$ cat config.mk
export PLATFORM = sky130hd
export DESIGN_NAME = fp_mul_post
export DESIGN_NICKNAME = d
export VERILOG_FILES = /design/src/rtl/fp_mul_post.sv
export SDC_FILE = /design/constraint.sdc
export NUM_CORES = 1
export LEC_CHECK = 0
export ABC_AREA = 0
export BUFFER_PORTS_ARGS = -buffer_cell sky130_fd_sc_hd__buf_2
export CAP_MARGIN = 20
export CORE_ASPECT_RATIO = 0.6
export CORE_MARGIN = 3
export CORE_UTILIZATION = 40
export CTS_BUF_LIST = sky130_fd_sc_hd__clkbuf_2 sky130_fd_sc_hd__clkbuf_4 sky130_fd_sc_hd__clkbuf_8
export DETAILED_ROUTE_END_ITERATION = 8
export HOLD_SLACK_MARGIN = 0.15
export PLACE_DENSITY_LB_ADDON = 0.15
export SLEW_MARGIN = 20
export SYNTH_ARGS = -nofsm -noshare
export SYNTH_HDL_FRONTEND = slang
export SYNTH_SLANG_ARGS = --single-unit
$ cat constraint.sdc
create_clock -name clk -period 5.3 [get_ports clk]
set_input_delay 0.795 -clock clk [delete_from_list [all_inputs] [get_ports clk]]
set_output_delay 0.795 -clock clk [all_outputs]
set_load 0.02 [all_outputs]
$ cat src/rtl/fp_mul_post.sv
// Post-processing for the 4-cycle FP multiplier: per-issue operand classification held in an
// in-order tag FIFO, IEEE special-case substitution and exponent range flags. Option: FP_MUL_POST_STICKY_EN.
module fp_mul_post #(
  parameter int DATA_W = 32,
  parameter int EXP_W  = 8,
  parameter int DEPTH  = 4
) (
  input  logic              clk,
  input  logic              rst,
  input  logic              start,
  input  logic [DATA_W-1:0] op_a,
  input  logic [DATA_W-1:0] op_b,
  input  logic              mul_done,
  input  logic [DATA_W-1:0] mul_res,
  output logic              done,
  output logic [DATA_W-1:0] res,
  output logic              overflow,
  output logic              underflow,
  output logic              exception,
  output logic              err
`ifdef FP_MUL_POST_STICKY_EN
  ,
  input  logic              flags_clr,
  output logic [2:0]        flags
`endif
);

  localparam int MAN_W  = DATA_W - EXP_W;
  localparam int FRAC_W = MAN_W - 1;
  localparam int BIAS   = 2**(EXP_W-1) - 1;
  localparam int SUM_W  = EXP_W + 2;
  localparam int PTR_W  = (DEPTH > 1) ? $clog2(DEPTH) : 1;
  localparam int CNT_W  = $clog2(DEPTH + 1);
  localparam logic signed [SUM_W-1:0] BIAS_S  = SUM_W'(BIAS);
  localparam logic signed [SUM_W:0]   OVF_LIM = (SUM_W+1)'(2**EXP_W - 1);

  typedef enum logic [1:0] {CLS_NORM, CLS_ZERO, CLS_INF, CLS_NAN} cls_t;

  logic             tag_sign [DEPTH];
  cls_t             tag_cls  [DEPTH];
  logic [SUM_W-1:0] tag_sum  [DEPTH];

  logic [PTR_W-1:0] wr_ptr, rd_ptr;
  logic [CNT_W-1:0] count;

  logic [EXP_W-1:0]  ea, eb;
  logic [FRAC_W-1:0] fa, fb;
  logic              a_zero, a_inf, a_nan, b_zero, b_inf, b_nan;
  cls_t              push_cls;
  logic signed [SUM_W-1:0] push_sum;

  assign ea = op_a[DATA_W-2 -: EXP_W];
  assign eb = op_b[DATA_W-2 -: EXP_W];
  assign fa = op_a[FRAC_W-1:0];
  assign fb = op_b[FRAC_W-1:0];

  assign a_zero = (ea == '0);
  assign b_zero = (eb == '0);
  assign a_inf  = (ea == '1) && (fa == '0);
  assign b_inf  = (eb == '1) && (fb == '0);
  assign a_nan  = (ea == '1) && (fa != '0);
  assign b_nan  = (eb == '1) && (fb != '0);

  always_comb begin
    push_cls = CLS_NORM;
    if (a_nan || b_nan || (a_inf && b_zero) || (a_zero && b_inf))
      push_cls = CLS_NAN;
    else if (a_inf || b_inf)
      push_cls = CLS_INF;
    else if (a_zero || b_zero)
      push_cls = CLS_ZERO;
  end

  assign push_sum = $signed({2'b00, ea}) + $signed({2'b00, eb}) - BIAS_S;

  logic empty, full, do_push, do_pop, err_set;

  assign empty   = (count == '0);
  assign full    = (count == CNT_W'(DEPTH));
  // An empty FIFO cannot serve a pop even if a push lands in the same cycle.
  assign do_pop  = mul_done && !empty;
  assign do_push = start && (!full || mul_done);
  assign err_set = (start && full && !mul_done) || (mul_done && empty);

  function automatic logic [PTR_W-1:0] ptr_inc(input logic [PTR_W-1:0] p);
    return (p == PTR_W'(DEPTH-1)) ? '0 : p + 1'b1;
  endfunction

  logic                    rd_sign;
  cls_t                    rd_cls;
  logic signed [SUM_W-1:0] rd_sum;

  assign rd_sign = empty ? 1'b0     : tag_sign[rd_ptr];
  assign rd_cls  = empty ? CLS_NORM : tag_cls[rd_ptr];
  assign rd_sum  = empty ? '0       : tag_sum[rd_ptr];

  logic [EXP_W-1:0]        delta;
  logic signed [SUM_W:0]   true_exp;
  logic [DATA_W-1:0]       nx_res;
  logic                    nx_ovf, nx_unf, nx_exc;
  logic                    unused_mul_sign;

  assign unused_mul_sign = mul_res[DATA_W-1];
  // Multiplier exponent carries only the low EXP_W bits of the true exponent; recover the rest.
  assign delta    = mul_res[DATA_W-2 -: EXP_W] - rd_sum[EXP_W-1:0];
  assign true_exp = $signed({rd_sum[SUM_W-1], rd_sum}) + $signed({{(SUM_W+1-EXP_W){1'b0}}, delta});

  always_comb begin
    nx_res = res;
    nx_ovf = 1'b0;
    nx_unf = 1'b0;
    nx_exc = 1'b0;
    case (rd_cls)
      CLS_NAN: begin
        nx_res = {1'b0, {EXP_W{1'b1}}, 1'b1, {(FRAC_W-1){1'b0}}};
        nx_exc = 1'b1;
      end
      CLS_INF:  nx_res = {rd_sign, {EXP_W{1'b1}}, {FRAC_W{1'b0}}};
      CLS_ZERO: nx_res = {rd_sign, {(DATA_W-1){1'b0}}};
      default: begin
        if (true_exp >= OVF_LIM) begin
          nx_res = {rd_sign, {EXP_W{1'b1}}, {FRAC_W{1'b0}}};
          nx_ovf = 1'b1;
        end else if (true_exp <= 0) begin
          nx_res = {rd_sign, {(DATA_W-1){1'b0}}};
          nx_unf = 1'b1;
        end else begin
          nx_res = {rd_sign, mul_res[DATA_W-2:0]};
        end
      end
    endcase
  end

  always_ff @(posedge clk) begin
    if (do_push) begin
      tag_sign[wr_ptr] <= op_a[DATA_W-1] ^ op_b[DATA_W-1];
      tag_cls[wr_ptr]  <= push_cls;
      tag_sum[wr_ptr]  <= push_sum;
    end
  end

  always_ff @(posedge clk) begin
    if (rst) begin
      wr_ptr    <= '0;
      rd_ptr    <= '0;
      count     <= '0;
      done      <= 1'b0;
      res       <= '0;
      overflow  <= 1'b0;
      underflow <= 1'b0;
      exception <= 1'b0;
      err       <= 1'b0;
    end else begin
      if (do_push) wr_ptr <= ptr_inc(wr_ptr);
      if (do_pop)  rd_ptr <= ptr_inc(rd_ptr);
      count     <= count + CNT_W'(do_push) - CNT_W'(do_pop);
      if (err_set) err <= 1'b1;
      done      <= mul_done;
      overflow  <= mul_done & nx_ovf;
      underflow <= mul_done & nx_unf;
      exception <= mul_done & nx_exc;
      if (mul_done) res <= nx_res;
    end
  end

`ifdef FP_MUL_POST_STICKY_EN
  always_ff @(posedge clk) begin
    if (rst)
      flags <= '0;
    else
      flags <= (flags_clr ? 3'b000 : flags) | ({nx_exc, nx_ovf, nx_unf} & {3{mul_done}});
  end
`endif

endmodule

## After elaboration in Yosys (flattened, before gate mapping)

Memory sizes are Yosys's and may differ from the RTL's. A register that Yosys moved wholly into a read port is not among the register bits.
Cells that the tools add are included.

| word-level totals | value |
|---|---|
| register bits after elaboration | 44 |
| RAM bits | 52 |
| bits of input ports | 100 |
| output and inout port bits | 37 |
| word-level logic and storage cells | 88 |
| memories kept | 3 |

Memory list:

| name | depth | bits a word | read ports | clocked after Yosys merged registers in | write ports | RTL line | RTL |
|---|---|---|---|---|---|---|---|
| tag_sum | 4 | 10 | 1 | 1 | 1 | 41 | `logic [SUM_W-1:0] tag_sum [DEPTH];` |
| tag_cls | 4 | 2 | 1 | 1 | 1 | 40 | `cls_t tag_cls [DEPTH];` |
| tag_sign | 4 | 1 | 1 | 1 | 1 | 39 | `logic tag_sign [DEPTH];` |

| operators by class | value |
|---|---|
| add/sub/neg operators | 8 |
| $lt $le $gt $ge | 2 |
| equal/unequal tests | 8 |
| multiplexer cells | 25 |
| bitwise logic cells | 4 |
| reductions and logical operators | 29 |

Operators by type and width:

| kind | count |
|---|---|
| 32-bit one-hot mux with 3 select lines | 1 |
| 31-bit 2-to-1 mux | 2 |
| 23-bit zero test | 2 |
| 23-bit nonzero test | 2 |
| 2-bit 2-to-1 mux | 11 |
| 8-bit equality test, second input constant | 2 |
| 8-bit zero test | 2 |
| 10-bit by 9-bit adder with 11-bit output | 1 |
| 11-bit by 9-bit greater-or-equal comparator with 1-bit output, second input constant | 1 |
| 11-bit by 1-bit <= comparator with 1-bit output, second input constant | 1 |
| 1-bit logical AND | 11 |
| 1-bit 2-to-1 mux | 10 |
| 10-bit 2-to-1 mux | 1 |
| 9-bit by 7-bit subtractor with 10-bit output, second input constant | 1 |
| 8-bit by 8-bit adder with 9-bit output | 1 |
| 2-bit equality test, second input constant | 4 |
| 8-bit subtractor | 1 |
| 1-bit logical OR | 7 |
| 2-bit by 1-bit adder with 2-bit output, second input constant | 2 |
| 3-bit by 1-bit adder with 3-bit output | 1 |
| 1-bit bitwise AND | 3 |
| 3-bit equality test, second input constant | 1 |
| 1-bit zero test | 3 |
| 3-bit zero test | 1 |
| 4 further kinds | 4 |

## Depth between registers and ports, before layout

Gate-level depths: netlist (run 1).

| logic depth | value |
|---|---|
| depth after elaboration | 9 |
| mapped depth | 22 |
| depth with buffers taken out | 19 |

## Least setup slack after synthesis (run 1)

Ideal clock, no wire load.

| timing | value |
|---|---|
| path type | register to register |
| from | reg (tool-made name) |
| to | reg res[10] |
| setup time | 0.117 ns |
| data arrival time | 4.556 ns |
| required time | 5.183 ns |
| path slack | 0.627 ns |
| cell stages (with the launch flop) | 22 |
| path buffers | 3 |
| clock period less this slack | 4.673 ns |
| path through | dfxtp_1 -> clkbuf_1 -> buf_1 -> mux2i_1 -> nand2_1 -> o211ai_1 -> fa_1 -> a21oi_1 -> nor2_1 -> nor2_1 -> o21bai_1 -> a21oi_1 -> xnor2_1 -> ha_1 -> nor3b_1 -> a311o_1 -> a311oi_2 -> a41oi_4 -> o311ai_4 -> nor2_4 -> buf_6 -> a22o_1 |

RTL lines:

| item | RTL line | RTL |
|---|---|---|
| end signal: assignment | 162 | `if (mul_done) res <= nx_res;` |
| end: declaration | 16 | `output logic [DATA_W-1:0] res,` |

==> flow_summary.yaml, run 1 <==
placement:
  dp_hpwl_mm: 9.72
  gp_congestion: 0.823
  pre_cts_ws_ns: 0.276
  port_buffers: 135
setup_path:
  crit_path_start_kind: "flop"
  worstPathArrival_ns: 5.20
  slowest_stage: "dfxtp_1"
  crit_type: "flop to flop"
  crit_required_ns: 5.62
  end_kind: "flop"
  critPathMaxStageDelay_ns: 0.58
  path_cells: "mux2_2, o211ai_1, ha_1, a21o_1, a21oi_1, o21bai_1, a21oi_1, xnor2_1, ha_1, and2_1, o21ai_0, o211ai_1, a41oi_4, o311ai_4, nor2_4, a22o_1"
  worstPathMaxFanout: 11
  r2r_cells: 16
sta:
  fmax_mhz: 205
  final_max_slew_viol_count: 0
  timing.final.crit_share_pct: 92.2
  period_needed_ns: 4.88
  grt_setup_unrepaired: "false"
  setup_viol: 0
  fin_skew_ns: 0.00856
  setup_tns_ns: 0
  slew_headroom_pct: 50.3
  finalWorstSetupSlack_ns: 0.415
  final-hold-violation-count: 0
  tightest_slew_ns: 0.746
cts:
  clock_latency_ns: 0.37
  hold_buffers: 0
  postCtsSetupBuffers: 0
  clk_pin_slew_worst_paths_ns: 0.10
  cts_buffer_depth: 2
  cts_tree: "yes"
  cts_max_level: 3
  cts_resized: 0
  cts_made_buffers: 9
  ctsRootBufferMaster: "clkbuf_8"
  clock-sinks: 98
logic_synthesis:
  async_flop_share_pct: 0
  yosys.area.top_type: "edfxtp_1"
  synth_edf_count: 52
  synth_top_area_share_pct: 30.7
  synth.avg_cell_area_um2: 11.5
  yosysWarnings: 0
  dominantRegCellSynth: "edfxtp_1"
  postSynthCellCount: 443
  yosys_register_bits: 98
  synthTopCellsByArea: "edfxtp_1 31%, dfxtp_1 18%, ha_1 9.1%"
  ys_types: 59
  syn_area_um2: 5090
  ys_seq_area_share_pct: 48.8
  synth_nets: 584
route:
  wl_mm: 12.4
  dr.pass1.iters: 4
  drt-vias-per-instance: 5.22
  drtAntennaViolNets: 0
  drt-initial-drc-count: 140
  vias: 3923
  post-route-drc-count: 0
  wl_per_cell_um: 16.4
job:
  drv_cap: 0
floorplanning:
  coreArea_um2: 12300
  initial_utilization_pct: 41.5
  die_area_um2: 14200
  die_x_um: 152
  ios: 137
  core.rowCount: 31
  fp.dieH_um: 93.4
cells_and_area:
  fin_nets: 723
  diodes: 0
  final.fill_count: 1142
  multi_input_area_um2: 2450
  final_common_cell: "buf_2"
  drive_gt1_share_pct: 31.3
  most-common-layout-cells: "135 x buf_2, 52 x edfxtp_1, 46 x dfxtp_1"
  area_delta_synth_final_pct: 20.9
  seq_area_um2: 2480
pwr:
  cellLeakagePower_nw: 2.62
  cell_internal_pwr_mw: 2.00
  p_per_area_nw_per_um2: 586
  p_sw_share_pct: 44.6
  pwr-share-seq_pct: 28.3
  clockPowerShare_pct: 13.6
  switchingPower_mw: 1.61
  ir_worst_vdd_uv: 356
  pwr-share-comb_pct: 58.0
worst_hold_path:
  hold_class: "flop to flop"
  hold_path_depth: 1
global_routing:
  grt_overflow: 0
  grt_pass1_vias: 3949
  grt_use_total_pct: 18.0
  grt_max_degree: 23
  grt_pass1_wl_mm: 19.9
  antenna_found_initial: 0
run_status:
  status: "finished clean"
## worst max-delay path: cells and delay by family, from the launching register on
family,cells,cell delay (ns)
XOR/XNOR,1,0.16
flip-flops,1,0.58
AO/OA/AOI/OAI,10,2.53
adder cells (fa/ha/maj),2,0.63
multiplexers,1,0.38
AND/OR/NAND/NOR,2,0.53
## cell families after synthesis
group / synth area share, %
AO/OA/AOI/OAI: 16.6
buffers and inverters: 3.42
flip-flops: 48.8
XOR/XNOR: 3.27
adder cells (fa/ha/maj): 10.7
multiplexers: 5.80
AND/OR/NAND/NOR: 11.5
## per-stage QoR
step	utilization [%]	cell area [µm²]	std cells	hold WS [ns]	power, mW
2_1_floorplan	-	5090	443	0.454	2.60
3_3_place_gp	48.5	5950	735	0.451	3.02
3_5_place_dp	48.5	5950	735	0.455	3.08
4_1_cts	50.1	6150	751	0.483	3.59
5_1_grt	50.2	6160	752	0.495	3.89
6_report	50.2	6160	752	0.482	3.61
## cells in the mapped netlist (3+ instances only)
library cell,n
nor2b_1,5
o21ai_0,17
nor2_1,18
a22o_1,22
nor3_1,9
a21oi_1,29
inv_1,29
ha_1,37
mux2_2,6
fa_1,4
nand2_1,28
xnor2_1,12
edfxtp_1,52
a21o_1,3
xor2_1,7
and2_1,8
clkbuf_1,9
o211ai_1,10
mux4_2,7
nor4_1,15
nand4_1,8
mux2i_1,7
o21bai_1,4
dfxtp_1,46
nor3b_1,3
nand3_1,6
## final timing paths
| kind | slack [ns] | from | endpoint |
|---|---|---|---|
| hold / removal | 0.48 | res[1] | res[1] |
| setup / recovery | 0.42 | flop | res[5] |
| setup reg to reg | 0.42 | flop | res[5] |
| hold reg to reg | 0.48 | res[1] | res[1] |
## registers in the layout, indices dropped and copies added (netlist names), named ones only
register and flops:
tag_sum 40, res 32, tag_cls 8, tag_sign 4
count 3, rd_ptr 2, wr_ptr 2, done 1
err 1, exception 1, overflow 1, underflow 1
## power groups by stage
stage	clock network (mW)	logic [mW]	registers (mW)
after floorplan	0	1.48	1.13
after global placement	0	1.98	1.04
after detailed placement	0	2.04	1.04
after CTS	0.506	2.06	1.02
after global routing	0.537	2.31	1.04
final	0.491	2.09	1.02
## area by class of cell
class	count	area share [%]
clock buffers	9	2.01
clock inverters	7	1.24
inverters	29	1.77
multi-input cells	304	39.7
flip-flops and latches	98	40.3
well taps	165	3.35
repair buffers	140	11.6
## routing by layer
metal	part of all wire (%)	global-route usage [%]	vias up
met2	44	27.4	70
met5	0	0	-
met4	0.66	3.29	0
met1	51	26.6	1900
li1	-	-	1945
met3	4.2	4.02	8
(Power assumes the default switching activity.)
==> inputs of run 2 (changes only) <==
Settings changed: CORE_MARGIN 3 to not set, SKIP_LAST_GASP set to 1.
==> run 2 against run 1 <==
Clock skew grew 0.0016 ns. Cell count grew 0.13%. Non-clock buffer count grew 1. Die area shrank 6.8%. Register-to-register slack lost 0.03 ns. Wire length shrank 2.3%. Critical endpoint is now res[9]. Power is essentially flat. Largest cell class unchanged. Via count grew 0.33%. Sequential power is essentially flat. Flip-flop and latch count is the same. Worst setup slack lost 0.033 ns.
==> flow_summary.yaml, run 2 (synthesis gave the netlist of run 1 again) <==
route:
  drt-vias-per-instance: 5.23
  drt-initial-drc-count: 297
  drtAntennaViolNets: 0
  vias: 3936
  post-route-drc-count: 0
  dr.pass1.iters: 5
  wl_mm: 12.1
  wl_per_cell_um: 16.0
setup_path:
  worstPathMaxFanout: 11
  crit_path_start_kind: "flop"
  crit_type: "flop to flop"
  crit_required_ns: 5.62
  worstPathArrival_ns: 5.24
  r2r_cells: 17
  end_kind: "flop"
floorplanning:
  ios: 137
  core.rowCount: 31
  die_x_um: 148
  coreArea_um2: 12200
  initial_utilization_pct: 41.7
  die_area_um2: 13200
  fp.dieH_um: 89.4
cts:
  clock_latency_ns: 0.37
  cts_max_level: 3
  cts_buffer_depth: 2
  cts_resized: 0
  ctsRootBufferMaster: "clkbuf_8"
  clk_pin_slew_worst_paths_ns: 0.10
  hold_buffers: 0
  cts_made_buffers: 9
  postCtsSetupBuffers: 0
  cts_tree: "yes"
  clock-sinks: 98
sta:
  tightest_slew_ns: 0.754
  setup_tns_ns: 0
  timing.final.crit_share_pct: 92.8
  final-hold-violation-count: 0
  slew_headroom_pct: 49.8
  hold-worst-slack_ns: 0.477
  fin_skew_ns: 0.0102
  fmax_mhz: 203
  grt_setup_unrepaired: "false"
  period_needed_ns: 4.92
  setup_viol: 0
  final_max_slew_viol_count: 0
pwr:
  ir_worst_vdd_uv: 312
  finalPower_mw: 3.61
  cellLeakagePower_nw: 2.63
  p_per_area_nw_per_um2: 584
global_routing:
  grt_overflow: 0
  grt_pass1_wl_mm: 18.8
  antenna_found_initial: 0
  grt_max_degree: 23
  grt_pass1_vias: 3644
  grt_use_total_pct: 18.6
cells_and_area:
  diodes: 0
  final_common_cell: "buf_2"
  most-common-layout-cells: "135 x buf_2, 52 x edfxtp_1, 46 x dfxtp_1"
  largest_reg_flops: 40
  area_delta_synth_final_pct: 21.4
  top_register: "tag_sum"
  fin_nets: 724
  drive_gt1_share_pct: 31.6
  largest_registers: "tag_sum x40, res x32, tag_cls x8"
placement:
  port_buffers: 135
  dp_hpwl_mm: 9.40
  gp_congestion: 0.813
worst_hold_path:
  hold_class: "flop to flop"
  hold_path_depth: 1
run_status:
  status: "finished clean"
job:
  drv_cap: 0
==> run 2: cell count changes in the layout (fill, tap and decap cells not counted) <==
cell	delta
clkinv_2	-1
or3_1	-1
o21ai_1	-1
o21ai_0	+1
clkinv_4	+1
or3_4	+1
buf_4	+1
clkinvlp_2	-2
clkinvlp_4	+2
==> run 2: critical path, cell delays in order (launching register included) <==
cell and delay (ns):
dfxtp_1 0.51, mux2_2 0.38, o211ai_1 0.32, ha_1 0.31
a21o_1 0.18, a21oi_1 0.23, o21bai_1 0.10, a21oi_1 0.24
o21ai_0 0.16, xnor2_1 0.15, ha_1 0.34, o21ai_0 0.09
o21ai_0 0.41, a31oi_1 0.27, a41oi_4 0.40, o311ai_4 0.24
nor2_4 0.33, a22o_1 0.21
==> run 2: cell type report <==
class	instances	area (µm²)
clock inverter	7	85.1
multi-input combinational	304	2450
clock buffer	9	124
timing repair buffer	141	721
tap	165	206
inverter	29	109
sequential	98	2480
fill	1130	6040
==> run 2: final timing paths <==
kind	slack, ns	from	endpoint
setup / recovery	0.38	flop	res[9]
hold / removal	0.48	res[10]	res[10]
setup reg to reg	0.38	flop	res[9]
hold reg to reg	0.48	res[10]	res[10]
==> run 2: report_power, final <==
group          internal, mW  leakage (nW)  switching [mW]
logic                 0.827          1.67            1.25
registers             0.952         0.859          0.0675
clock network         0.227        0.0999           0.281
==> run 2: routing by layer <==
metal | part of all wire (%) | GRT usage (%) | up-vias
met1 | 52 | 27.9 | 1870
met4 | 0.60 | 3.66 | 0
met3 | 5.4 | 4.34 | 9
met5 | 0 | 0 | -
met2 | 42 | 27.3 | 106
li1 | - | - | 1951
==> run 2: through the flow <==
stage,worst slack (ns),std cells,instance area [µm²],utilization [%]
3_5_place_dp,0.278,736,5950,48.7
3_3_place_gp,0.420,736,5950,48.7
2_1_floorplan,0.627,443,5090,-
4_1_cts,0.235,752,6160,50.4
5_1_grt,0.0436,753,6180,50.6
6_report,0.382,753,6180,50.6
==> inputs of run 3 (changes only) <==
Settings changed: CORE_ASPECT_RATIO 0.6 to not set, CORE_UTILIZATION 40 to 35.
==> run 3 against run 2 <==
Largest power group unchanged. Fmax grew 3.2%. Count of clock-buffer cells in the layout is the same. Clock power grew 6.9%. Hold slack lost 0.0065 ns. Register-to-register slack gained 0.15 ns. Power grew 0.55%. Die area grew 14%.
==> flow_summary.yaml, run 3 (synthesis gave the netlist of run 1 again) <==
run_status:
  status: "finished clean"
global_routing:
  grt_max_degree: 23
  met3_usage_pct: 3.07
  grt_pass1_vias: 3684
  use_met1_pct: 18.2
  grt_use_total_pct: 15.3
  busiest_layer: "met2"
  antenna_found_initial: 0
  grt_pass1_wl_mm: 17.6
  grtUsageMet2_pct: 27.6
  grt_overflow: 0
cells_and_area:
  area_delta_synth_final_pct: 22.2
  fin_nets: 724
  top_register: "tag_sum"
  final_common_cell: "buf_2"
  largest_registers: "tag_sum x40, res x32, tag_cls x8"
  largest_reg_flops: 40
  final.fill_count: 1321
  diodes: 0
  drive_gt1_share_pct: 31.5
  seq_area_um2: 2480
  multi_input_area_um2: 2430
  most-common-layout-cells: "135 x buf_2, 52 x edfxtp_1, 46 x dfxtp_1"
cts:
  postCtsSetupBuffers: 0
  cts_tree: "yes"
  clock-sinks: 98
  hold_buffers: 0
  cts_made_buffers: 9
  cts_resized: 0
  ctsRootBufferMaster: "clkbuf_8"
  clk_pin_slew_worst_paths_ns: 0.10
  cts_max_level: 3
  cts_buffer_depth: 2
  clock_latency_ns: 0.36
sta:
  final_max_slew_viol_count: 0
  setup_tns_ns: 0
  final-hold-violation-count: 0
  slew_headroom_pct: 50.5
  timing.final.crit_share_pct: 90.0
  tightest_slew_ns: 0.742
  setup_viol: 0
  grt_setup_unrepaired: "false"
  fmax_mhz: 210
  fin_skew_ns: 0.0107
  period_needed_ns: 4.77
pwr:
  ir_worst_vdd_uv: 257
  pwr-share-seq_pct: 27.9
  p_sw_share_pct: 42.6
  p_per_area_nw_per_um2: 583
  clockPowerShare_pct: 15.0
  cell_internal_pwr_mw: 2.08
  pwr-share-comb_pct: 57.1
  finalPower_mw: 3.63
  switchingPower_mw: 1.55
  cellLeakagePower_nw: 2.65
setup_path:
  r2r_start: "count[2]"
  r2r_cells: 18
  endpoint: "res[15]"
  crit_required_ns: 5.61
  worstPathArrival_ns: 5.07
  crit_start: "count[2]"
  regToRegEndpoint: "res[15]"
  crit_type: "flop to flop"
  rrSetupSlack_ns: 0.53
  crit_path_start_kind: "flop"
  end_kind: "flop"
  worstPathMaxFanout: 22
placement:
  dp_hpwl_mm: 8.64
  gp_congestion: 0.812
  port_buffers: 135
floorplanning:
  initial_utilization_pct: 36.3
  die_x_um: 123
  die_area_um2: 15000
  ios: 137
  coreArea_um2: 14000
  core.rowCount: 43
  fp.dieH_um: 123
job:
  drv_cap: 0
route:
  vias: 3885
  wl_per_cell_um: 14.6
  drtAntennaViolNets: 0
  drt-initial-drc-count: 141
  dr.pass1.iters: 4
  wl_mm: 11.2
  drt-vias-per-instance: 5.06
  post-route-drc-count: 0
worst_hold_path:
  hold_class: "flop to flop"
## run 3: changes by cell type in the layout (fill, tap and decap cells not counted), sizes merged
cell | previous run | this run
buf | 141 | 142
clkinv | 1 | 3
bufinv | 1 | 2
inv | 32 | 30
nor2 | 20 | 19
clkinvlp | 2 | 1
## run 3: layer usage
metal,part of all wire [%],up-vias
li1,-,1945
met1,44,1798
met2,49,132
met3,5.4,10
met4,1.3,0
met5,0,-
## run 3: final cells by class
class | instances | share of cell area (%)
flip-flops and latches | 98 | 39.9
multi-input cells | 303 | 39.1
well taps | 180 | 3.62
inverters | 29 | 1.75
clock inverters | 7 | 1.67
clock buffers | 9 | 1.99
repair buffers | 142 | 11.9
## run 3: power groups by stage
stage	clock (mW)	combinational [mW]	sequential, mW
after CTS	0.559	2.08	1.02
after global routing	0.589	2.30	1.03
after floorplan	0	1.48	1.13
after detailed placement	0	2.06	1.03
after global placement	0	2.02	1.03
final	0.543	2.07	1.01
## run 3: worst min path at each step
stage	startpoint	endpoint	slack [ns]	cells past startpoint
after detailed placement	res[10]	res[10]	0.45	1
after floorplan	rd_ptr[1]	flop	0.45	2
after global routing	res[0]	res[0]	0.49	1
after CTS	err	err	0.48	2
final	err	err	0.47	2
after global placement	res[7]	res[7]	0.45	1
## run 3: worst max-delay path: stages, from the launching register on
cell,delay [ns]
dfxtp_1,0.36
or3_1,0.56
o211ai_1,0.29
ha_1,0.32
a21o_1,0.18
a21oi_1,0.23
o21bai_1,0.09
a21oi_1,0.23
o21ai_0,0.16
xnor2_1,0.15
ha_1,0.34
o21ai_0,0.12
o21ai_0,0.38
a31oi_1,0.24
a41oi_4,0.38
o311ai_4,0.20
nor2_4,0.16
buf_12,0.16
a22o_1,0.15
## run 3: through the flow
stage,instance area (µm²),setup WS (ns),hold WS [ns],utilization [%],instances
6_report,6220,0.532,0.471,44.3,768
4_1_cts,6220,0.490,0.480,44.3,768
3_5_place_dp,5990,0.525,0.450,42.7,752
3_3_place_gp,5990,0.638,0.450,42.7,752
5_1_grt,6220,0.122,0.493,44.3,768
2_1_floorplan,5090,0.627,0.454,-,443
